File: src/rtl/sonic_v1_15_eth_10g_mac_tx_stat_counters_pkg.sv
// Shared definitions for the 10G MAC TX statistics collector: CSR map,
// status-word field positions, error bit indices and frame-size histogram bins.
package sonic_v1_15_eth_10g_mac_tx_stat_counters_pkg;

  localparam int LEN_W     = 16;
  localparam int BIT_UCAST = 16;
  localparam int BIT_PAUSE = 19;
  localparam int ERR_W     = 7;

  localparam int ERR_UNDERSIZE   = 0;
  localparam int ERR_OVERSIZE    = 1;
  localparam int ERR_PAYLOAD_LEN = 2;
  localparam int ERR_CRC         = 3;
  localparam int ERR_UNDERFLOW   = 4;
  localparam int ERR_USER        = 5;

  // Counter slots, ordered to match the CSR map starting at ADDR_FRAMES_OK
  localparam int CNT_FRAMES_OK   = 0;
  localparam int CNT_FRAMES_ERR  = 1;
  localparam int CNT_CRC         = 2;
  localparam int CNT_UNDERSIZE   = 3;
  localparam int CNT_OVERSIZE    = 4;
  localparam int CNT_PAYLOAD_LEN = 5;
  localparam int CNT_UNDERFLOW   = 6;
  localparam int CNT_USER        = 7;
  localparam int CNT_UNICAST     = 8;
  localparam int CNT_MULTICAST   = 9;
  localparam int CNT_BROADCAST   = 10;
  localparam int CNT_PAUSE       = 11;
  localparam int NUM_CNT         = 12;

  typedef logic [4:0] csr_addr_t;

  localparam csr_addr_t ADDR_CTRL      = 5'h00;
  localparam csr_addr_t ADDR_FRAMES_OK = 5'h01;
  localparam csr_addr_t ADDR_OCT_LO    = 5'h0D;
  localparam csr_addr_t ADDR_OCT_HI    = 5'h0E;
  localparam csr_addr_t ADDR_HIST_BASE = 5'h10;

  localparam int HIST_BINS = 8;

  localparam logic [LEN_W-1:0] HIST_LIM_64    = 16'd64;
  localparam logic [LEN_W-1:0] HIST_LIM_127   = 16'd127;
  localparam logic [LEN_W-1:0] HIST_LIM_255   = 16'd255;
  localparam logic [LEN_W-1:0] HIST_LIM_511   = 16'd511;
  localparam logic [LEN_W-1:0] HIST_LIM_1023  = 16'd1023;
  localparam logic [LEN_W-1:0] HIST_LIM_1518  = 16'd1518;

  // Class bits are kept in in_data order: [0] unicast .. [3] pause
  typedef struct packed {
    logic             valid;
    logic [LEN_W-1:0] len;
    logic [3:0]       cls;
    logic [ERR_W-1:0] err;
  } beat_t;

  function automatic logic [2:0] hist_bin(input logic [LEN_W-1:0] len);
    if (len < HIST_LIM_64)        return 3'd0;
    else if (len == HIST_LIM_64)  return 3'd1;
    else if (len <= HIST_LIM_127) return 3'd2;
    else if (len <= HIST_LIM_255) return 3'd3;
    else if (len <= HIST_LIM_511) return 3'd4;
    else if (len <= HIST_LIM_1023) return 3'd5;
    else if (len <= HIST_LIM_1518) return 3'd6;
    else                           return 3'd7;
  endfunction

endpackage

File: src/rtl/sonic_v1_15_eth_10g_mac_tx_stat_counters_stat_cnt.sv
// Saturating accumulator with synchronous clear. Clear zeroes the old value
// first, then the same-cycle increment is applied on top of zero.
module sonic_v1_15_eth_10g_stat_cnt #(
  parameter int W = 32
) (
  input  logic         clk,
  input  logic         reset,
  input  logic         clr,
  input  logic         inc_en,
  input  logic [W-1:0] inc_val,
  output logic [W-1:0] cnt
);

  logic [W-1:0] base;
  logic [W:0]   sum;
  logic [W-1:0] cnt_nxt;

  always_comb begin
    base    = clr ? '0 : cnt;
    sum     = {1'b0, base} + {1'b0, inc_val};
    cnt_nxt = base;
    if (inc_en) begin
      cnt_nxt = sum[W] ? '1 : sum[W-1:0];
    end
  end

  always_ff @(posedge clk or posedge reset) begin
    if (reset) begin
      cnt <= '0;
    end else begin
      cnt <= cnt_nxt;
    end
  end

endmodule

File: src/rtl/sonic_v1_15_eth_10g_mac_tx_stat_counters.sv
// TX statistics collector: per-frame status beats into saturating counters, read over
// an Avalon-MM CSR slave. Define SONIC_TX_STAT_HIST_EN to add the frame-size histogram.
module sonic_v1_15_eth_10g_mac_tx_stat_counters
  import sonic_v1_15_eth_10g_mac_tx_stat_counters_pkg::*;
#(
  parameter int CNT_W = 32,
  parameter int OCT_W = 64
) (
  input  logic        clk,
  input  logic        reset,
  input  logic        in_valid,
  input  logic [39:0] in_data,
  input  logic [6:0]  in_error,
  input  logic [4:0]  csr_address,
  input  logic        csr_read,
  input  logic        csr_write,
  input  logic [31:0] csr_writedata,
  output logic [31:0] csr_readdata
);

  beat_t              s1;
  logic               clr;
  logic               good;
  logic               bad;
  logic [NUM_CNT-1:0] inc;
  logic [CNT_W-1:0]   cnt [NUM_CNT];
  logic [OCT_W-1:0]   oct;
  logic [OCT_W-33:0]  oct_shadow;
  logic [31:0]        rd_mux;
  logic               unused_in;

  assign unused_in = ^{in_data[39:20], csr_writedata[31:1]};

  always_ff @(posedge clk or posedge reset) begin
    if (reset) begin
      s1 <= '0;
    end else begin
      s1.valid <= in_valid;
      s1.len   <= in_data[LEN_W-1:0];
      s1.cls   <= in_data[BIT_PAUSE:BIT_UCAST];
      s1.err   <= in_error;
    end
  end

  assign clr  = csr_write && (csr_address == ADDR_CTRL) && csr_writedata[0];
  assign good = s1.valid && (s1.err == '0);
  assign bad  = s1.valid && (s1.err != '0);

  always_comb begin
    inc                  = '0;
    inc[CNT_FRAMES_OK]   = good;
    inc[CNT_FRAMES_ERR]  = bad;
    inc[CNT_CRC]         = bad && s1.err[ERR_CRC];
    inc[CNT_UNDERSIZE]   = bad && s1.err[ERR_UNDERSIZE];
    inc[CNT_OVERSIZE]    = bad && s1.err[ERR_OVERSIZE];
    inc[CNT_PAYLOAD_LEN] = bad && s1.err[ERR_PAYLOAD_LEN];
    inc[CNT_UNDERFLOW]   = bad && s1.err[ERR_UNDERFLOW];
    inc[CNT_USER]        = bad && s1.err[ERR_USER];
    inc[CNT_UNICAST]     = good && s1.cls[0];
    inc[CNT_MULTICAST]   = good && s1.cls[1];
    inc[CNT_BROADCAST]   = good && s1.cls[2];
    inc[CNT_PAUSE]       = good && s1.cls[3];
  end

  for (genvar i = 0; i < NUM_CNT; i++) begin : g_cnt
    sonic_v1_15_eth_10g_stat_cnt #(.W(CNT_W)) u_cnt (
      .clk     (clk),
      .reset   (reset),
      .clr     (clr),
      .inc_en  (inc[i]),
      .inc_val (CNT_W'(1)),
      .cnt     (cnt[i])
    );
  end

  sonic_v1_15_eth_10g_stat_cnt #(.W(OCT_W)) u_oct (
    .clk     (clk),
    .reset   (reset),
    .clr     (clr),
    .inc_en  (good),
    .inc_val (OCT_W'(s1.len)),
    .cnt     (oct)
  );

`ifdef SONIC_TX_STAT_HIST_EN
  logic [CNT_W-1:0] hist [HIST_BINS];
  logic [2:0]       s1_bin;

  assign s1_bin = hist_bin(s1.len);

  for (genvar b = 0; b < HIST_BINS; b++) begin : g_hist
    sonic_v1_15_eth_10g_stat_cnt #(.W(CNT_W)) u_bin (
      .clk     (clk),
      .reset   (reset),
      .clr     (clr),
      .inc_en  (good && (s1_bin == 3'(b))),
      .inc_val (CNT_W'(1)),
      .cnt     (hist[b])
    );
  end
`endif

  // Lo read snapshots the live high word so a following hi read is coherent
  always_ff @(posedge clk or posedge reset) begin
    if (reset) begin
      oct_shadow <= '0;
    end else if (clr) begin
      oct_shadow <= '0;
    end else if (csr_read && (csr_address == ADDR_OCT_LO)) begin
      oct_shadow <= oct[OCT_W-1:32];
    end
  end

  always_comb begin
    rd_mux = '0;
    for (int i = 0; i < NUM_CNT; i++) begin
      if (csr_address == 5'(int'(ADDR_FRAMES_OK) + i)) begin
        rd_mux = 32'(cnt[i]);
      end
    end
    if (csr_address == ADDR_OCT_LO) begin
      rd_mux = oct[31:0];
    end
    if (csr_address == ADDR_OCT_HI) begin
      rd_mux = 32'(oct_shadow);
    end
`ifdef SONIC_TX_STAT_HIST_EN
    for (int b = 0; b < HIST_BINS; b++) begin
      if (csr_address == 5'(int'(ADDR_HIST_BASE) + b)) begin
        rd_mux = 32'(hist[b]);
      end
    end
`endif
  end

  always_ff @(posedge clk or posedge reset) begin
    if (reset) begin
      csr_readdata <= '0;
    end else if (csr_read) begin
      csr_readdata <= rd_mux;
    end
  end

endmodule

File: config.mk
export PLATFORM = sky130hd
export DESIGN_NAME = sonic_v1_15_eth_10g_mac_tx_stat_counters
export DESIGN_NICKNAME = d
export VERILOG_FILES = /design/src/rtl/sonic_v1_15_eth_10g_mac_tx_stat_counters_pkg.sv /design/src/rtl/sonic_v1_15_eth_10g_mac_tx_stat_counters_stat_cnt.sv /design/src/rtl/sonic_v1_15_eth_10g_mac_tx_stat_counters.sv
export SDC_FILE = /design/constraint.sdc
export NUM_CORES = 2
export LEC_CHECK = 0
export ABC_AREA = 1
export BUFFER_PORTS_ARGS = -buffer_cell sky130_fd_sc_hd__buf_2
export CORE_AREA = 8 8 324 326
export DETAILED_ROUTE_END_ITERATION = 12
export DIE_AREA = 0 0 332 334
export RECOVER_POWER = 25
export SLEW_MARGIN = 15
export SYNTH_ARGS = -nofsm -noshare
export SYNTH_HDL_FRONTEND = slang
export SYNTH_SLANG_ARGS = --single-unit
File: constraint.sdc
create_clock -name clk -period 19.8 [get_ports clk]
set_input_delay 3.96 -clock clk [delete_from_list [all_inputs] [get_ports clk]]
set_output_delay 3.96 -clock clk [all_outputs]
set_load 0.005 [all_outputs]
### Word-level counts from Yosys, hierarchy flattened

Cells that the tools add are included.

* logic and storage cells: 120
* input bits: 89
* output and inout port bits: 32
* register bits after elaboration: 540

* multiplexer cells: 55
* reductions and logical operators: 19
* equality and inequality tests: 14
* $add $sub $neg: 13

Operators with widths (number)
* 2-to-1 mux 32 bit: 52
* adder 32 x 1 -> 33 bit (second input constant): 12
* 2-to-1 mux 64 bit: 3
* adder 64 x 16 -> 65 bit: 1
* equality test 5 x 4 -> 1 bit (second input constant): 7
* equality test 5 x 3 -> 1 bit (second input constant): 4
* logical AND 1 bit: 15
* equality test 5 x 2 -> 1 bit (second input constant): 2
* logical NOT 7 bit: 1
* nonzero test 7 bit: 1
* equality test 5 x 1 -> 1 bit (second input constant): 1
* logical NOT 5 bit: 1
* nonzero test 2 bit: 1

### Depth between registers and ports, before layout

* depth in word-level cells: 15
* depth in mapped cells: 26

### Modules after synthesis

Synthesis repeated with hierarchy kept, for this count alone.

* cells, all modules: 11501
* area, all modules: 64484.3 um2

By module, submodules not included
* sonic_v1_15_eth_10g_stat_cnt at g_cnt[0].u_cnt ...: cells each 714, area an instance 4081.4 um2, times used 5
* sonic_v1_15_eth_10g_stat_cnt at g_cnt[5].u_cnt ...: cells each 716, area an instance 3925.0 um2, times used 5
* sonic_v1_15_eth_10g_stat_cnt at u_oct: cells each 1723, area an instance 9287.7 um2, times used 1
* sonic_v1_15_eth_10g_stat_cnt at g_cnt[3].u_cnt ...: cells each 707, area an instance 3935.0 um2, times used 2
* sonic_v1_15_eth_10g_mac_tx_stat_counters: cells each 1214, area an instance 7294.5 um2, times used 1

### Least setup slack after synthesis

OpenSTA, ideal clock, no wires.

* kind: input port to flip-flop
* from: input port csr_address[1]
* to: register u_oct.cnt[19]
* path slack: 12.414 ns
* path buffers: 7
* arrival: 7.257 ns
* stages on the path: 25
* required time: 19.671 ns
* cells stage by stage: buf_2 -> inv_2 -> nand2_2 -> nor3_4 -> buf_6 -> buf_6 -> buf_2 -> buf_2 -> buf_2 -> nor2_1 -> ha_1 -> fa_1 -> nand3_1 -> nand2_1 -> nand2_1 -> nand2_1 -> nand2_1 -> nand3_1 -> inv_1 -> nor2_1 -> nand3_2 -> nor2_4 -> nand2_4 -> buf_2 -> nand3_1

* longest elaborated chain between the ends: 7

RTL lines
* from (decl): line sonic_v1_15_eth_10g_mac_tx_stat_counters.sv:14 `input logic [4:0] csr_address,`
* logical NOT 5 bit (*): line sonic_v1_15_eth_10g_mac_tx_stat_counters.sv:45 `assign clr = csr_write && (csr_address == ADDR_CTRL) && csr_writedata[0];`
* logical AND 1 bit (*) (2 in series): line sonic_v1_15_eth_10g_mac_tx_stat_counters.sv:45
* 2-to-1 mux 64 bit (*): line sonic_v1_15_eth_10g_mac_tx_stat_counters_stat_cnt.sv:19 `base = clr ? '0 : cnt;`
* adder 64 x 16 -> 65 bit: line sonic_v1_15_eth_10g_mac_tx_stat_counters_stat_cnt.sv:20 `sum = {1'b0, base} + {1'b0, inc_val};`
* 2-to-1 mux 64 bit: line sonic_v1_15_eth_10g_mac_tx_stat_counters_stat_cnt.sv:23 `cnt_nxt = sum[W] ? '1 : sum[W-1:0];`
* 2-to-1 mux 64 bit (*): line sonic_v1_15_eth_10g_mac_tx_stat_counters_stat_cnt.sv:22 `if (inc_en) begin`
* named net u_oct.cnt_nxt[19]: line sonic_v1_15_eth_10g_mac_tx_stat_counters_stat_cnt.sv:16 `logic [W-1:0] cnt_nxt;`
* to (signal assigned): line sonic_v1_15_eth_10g_mac_tx_stat_counters_stat_cnt.sv:31 `cnt <= cnt_nxt;`
* to (decl): line sonic_v1_15_eth_10g_mac_tx_stat_counters_stat_cnt.sv:11 `output logic [W-1:0] cnt`

The timed path passes the listed nets; every way through them passes the cells marked *.
A chain may end at the register's enable or synchronous reset.

==> PnR_summary.wiki <==
{| class="wikitable"
! Metric !! Value
|-
| Total count of max-transition violations in the final report || 308
|-
| Synth Register Bits || 540
|-
| CP Data Required Time || 20.42 ns
|-
| Top-level I/O count || 121
|-
| Worst reg-to-reg setup slack || between 15 and 20 ns
|-
| Setup TNS || 0 ns
|-
| Largest family of logic cells by synthesized area || simple AND/OR/NAND/NOR gates
|-
| Number of antenna violations at the first check in global routing || 4
|-
| Simple-gate area share of the yosys netlist || between 40% and 50%
|-
| Root Buffer || clkbuf_16
|-
| First DRT Iteration DRCs || around 4300
|-
| Final hold vios || 0
|-
| Final setup vio count || 0
|-
| Layout overhead on the synthesized area || 9.38%
|-
| TritonRoute pass-1 iters || 6
|-
| H-tree levels || 3
|-
| Sum of routed wire length over all layers || about 150000 um
|-
| Crit-path max cell delay || about 2.9 ns
|-
| Count of input and output buffers || approximately 70
|-
| Initial core utilization || 39.7%
|-
| Overflow after GRT || 0
|-
| Maximum VDD drop || just under 0.00008 V
|-
| Number of placement rows || around 120
|-
| Avg Cell Area, Syn || between 6 and 7 sq um
|-
| Clock Latency Late Sink || about 0.66 ns
|-
| Worst-Margin Slew || 5.28 ns
|-
| Vias per Instance || 5.38
|-
| Die area || 111000 sq um
|-
| Die Ht || between 300 and 400 um
|-
| Mux cell area share after synthesis || 0%
|-
| Hold Path Depth || 2
|-
| Power Density || approximately 74 nW/um^2
|-
| Proportion of layout cells with a drive suffix above 1 || under 10%
|-
| Most common cell after layout, fill and taps aside || nand2_1
|-
| DR vias || ~41000
|-
| Maximum achievable frequency || slightly below 90 MHz
|-
| Core occupancy in the finished layout || 43.4%
|-
| Unrepaired setup endpoints after global routing || false
|-
| Antenna Nets Post-Route || 0
|-
| Shortest clock period the worst path allows after layout || 11.18 ns
|-
| Post-CTS sizing || 0
|-
| Leakage dissipation || 0.0206 uW
|-
| Synthesized-area fraction occupied by adder cells || less than 1%
|-
| Maximum clock path buffer count || 3
|-
| Largest net degree at the start of global routing || 143
|-
| Register clock-pin slew on the reported worst setup and hold paths || roughly 0.060 ns
|-
| Slowest cell on crit path || clkbuf_1
|-
| Worst EP arrival || about 12 ns
|-
| Distinct cells, synth || 48
|-
| Vias in the first global route || ~39000
|-
| Depth of the worst register-to-register path || 13
|-
| Horizontal extent of the die || approximately 330 um
|-
| Ordered list of cells on the worst path || buf_2 -> clkinvlp_2 -> clkbuf_1 -> buf_4 -> buf_4
|-
| Worst hold path class || reg -> reg
|-
| Synthesized netlist cell count || approximately 6300
|-
| Wire length of the first global-routing pass || between 200000 and 250000 um
|-
| Core outline area || around 100000 sq um
|-
| Crit Path Category || in -> async
|-
| Result of the run || finished, violations left
|-
| Max-slew headroom at the worst pin || -252%
|-
| CTS Buf Count || approximately 70
|-
| Capturing element type of the critical path || async pin
|-
| Commonest cells after routing, fill and taps aside || nand2_1 (2140), nor2_1 (976), inv_1 (743), nand3_1 (632), dfrtp_1 (540)
|-
| Routability-driven placement congestion ratio || around 1
|-
| Maximum clock skew at final layout || approximately 0.033 ns
|-
| Sink Count || 540
|-
| Number of buffers inserted by hold repair at cts || 0
|-
| Type of element launching the critical path || primary input
|-
| Fraction of the yosys area taken by sequential cells || roughly 34%
|-
| Highest fanout seen on the critical path || 102
|-
| Post-synthesis share of cell area spent on xor and xnor gates || 2.42%
|-
| Number of DRC violations after detailed routing || 0
|-
| Post-synthesis compound-gate area fraction || 4.12%
|-
| Synthesized net count || around 6500
|-
| Area of the mapped netlist || between 30000 and 40000 sq um
|-
| Routed wire length per instance || approximately 19 um
|-
| Max-capacitance violation count || 4
|-
| Fin nets || roughly 6500
|-
| Most used cell, CP || buf_4
|-
| HPWL reported at the end of detailed placement || roughly 110000 um
|-
| Total global-route track usage || between 20% and 30%
|-
| Count of warnings emitted by yosys || 0
|-
| Crit share post-route || 56.5%
|-
| Failing checks || capacitance limit, slew limit
|-
| CTS tree || built
|-
| Setup Fix Bufs, Post-CTS || 0
|}
[critical path, delay by kind of cell]
kind | cells | cell delay, ns
buffers and inverters | 5 | 7.58
[registers in the layout (all words and copies together) (netlist names)]
name             flops
g_cnt.u_cnt.cnt    384
u_oct.cnt           64
csr_readdata        32
oct_shadow          32
s1                  28
[cell usage after synthesis, drive strengths merged]
library cell / count / area (sq um)
nor4: 5 / 46.3
clkbuf: 88 / 330
o2111ai: 5 / 43.8
a31oi: 1 / 6.26
xor2: 76 / 666
nand3b: 75 / 567
nand2b: 1 / 6.26
and3: 8 / 50.1
nand4: 268 / 1750
a21oi: 70 / 350
nor3: 146 / 855
o211ai: 21 / 158
o21bai: 15 / 113
clkinv: 2 / 7.51
xnor2: 33 / 289
or2: 72 / 450
o21ai: 190 / 951
ha: 28 / 350
and2: 3 / 18.8
nand2: 2152 / 8110
inv: 759 / 2850
a21o: 1 / 7.51
buf: 102 / 673
dfrtp: 540 / 13500
nor4b: 1 / 8.76
fa: 1 / 20.0
nor2: 1035 / 4050
nand3: 641 / 3250
nor3b: 3 / 22.5
[worst paths after layout]
path	startpoint	end
setup / recovery	reset	g_cnt[6].u_cnt.cnt[2]
hold / removal	oct_shadow[20]	oct_shadow[20]
setup reg to reg	s1[1]	g_cnt[9].u_cnt.cnt[6]
hold reg to reg	oct_shadow[20]	oct_shadow[20]
max in group clk	csr_address[1]	u_oct.cnt[40]
min in group asynchronous	reset	g_cnt[0].u_cnt.cnt[17]
[metal layers]
layer	GRT usage [%]	part of all wire (%)	vias to the layer above
li1	-	-	20119
met1	36.3	45	19406
met2	39.5	43	1555
met3	3.88	7.5	265
met4	9.03	3.9	2
met5	0	0.014	-
[cell families after synthesis]
kind of cell	count (synthesis)
flops	540
xor+xnor	109
fa+ha+maj	29
buf+inv	951
compound gates	303
simple gates	4410
[where the power goes]
part / internal, uW / leakage, uW / switching (uW) / total, uW
logic: 159 / 0.0125 / 349 / 507
clock network: 814 / 0.00120 / 555 / 1370
registers: 1210 / 0.00692 / 101 / 1310
[final cells by class]
cell class / count / area, sq um
diodes: 2 / 5.00
clock buffers: 98 / 2070
flip-flops and latches: 540 / 13500
repair buffers: 107 / 621
multi-input cells: 4851 / 22200
fillers: 10708 / 56300
clock inverters: 29 / 359
inverters: 761 / 2860
well taps: 1298 / 1620
[through the flow]
step                      power, uW  cell area [sq um]  hold WS [ns]  cells  worst slack [ns]
final                          3190              43200         0.480   7686              8.62
after floorplan                1660              39500         0.442   6342             0.746
after CTS                      3200              43300         0.476   7684             10.87
after global placement         1820              40800         0.460   7557             10.15
after detailed placement       1830              40800         0.459   7557             10.17
after global routing           3330              43200         0.518   7684              7.10
Power figures use the tool's default switching activity.
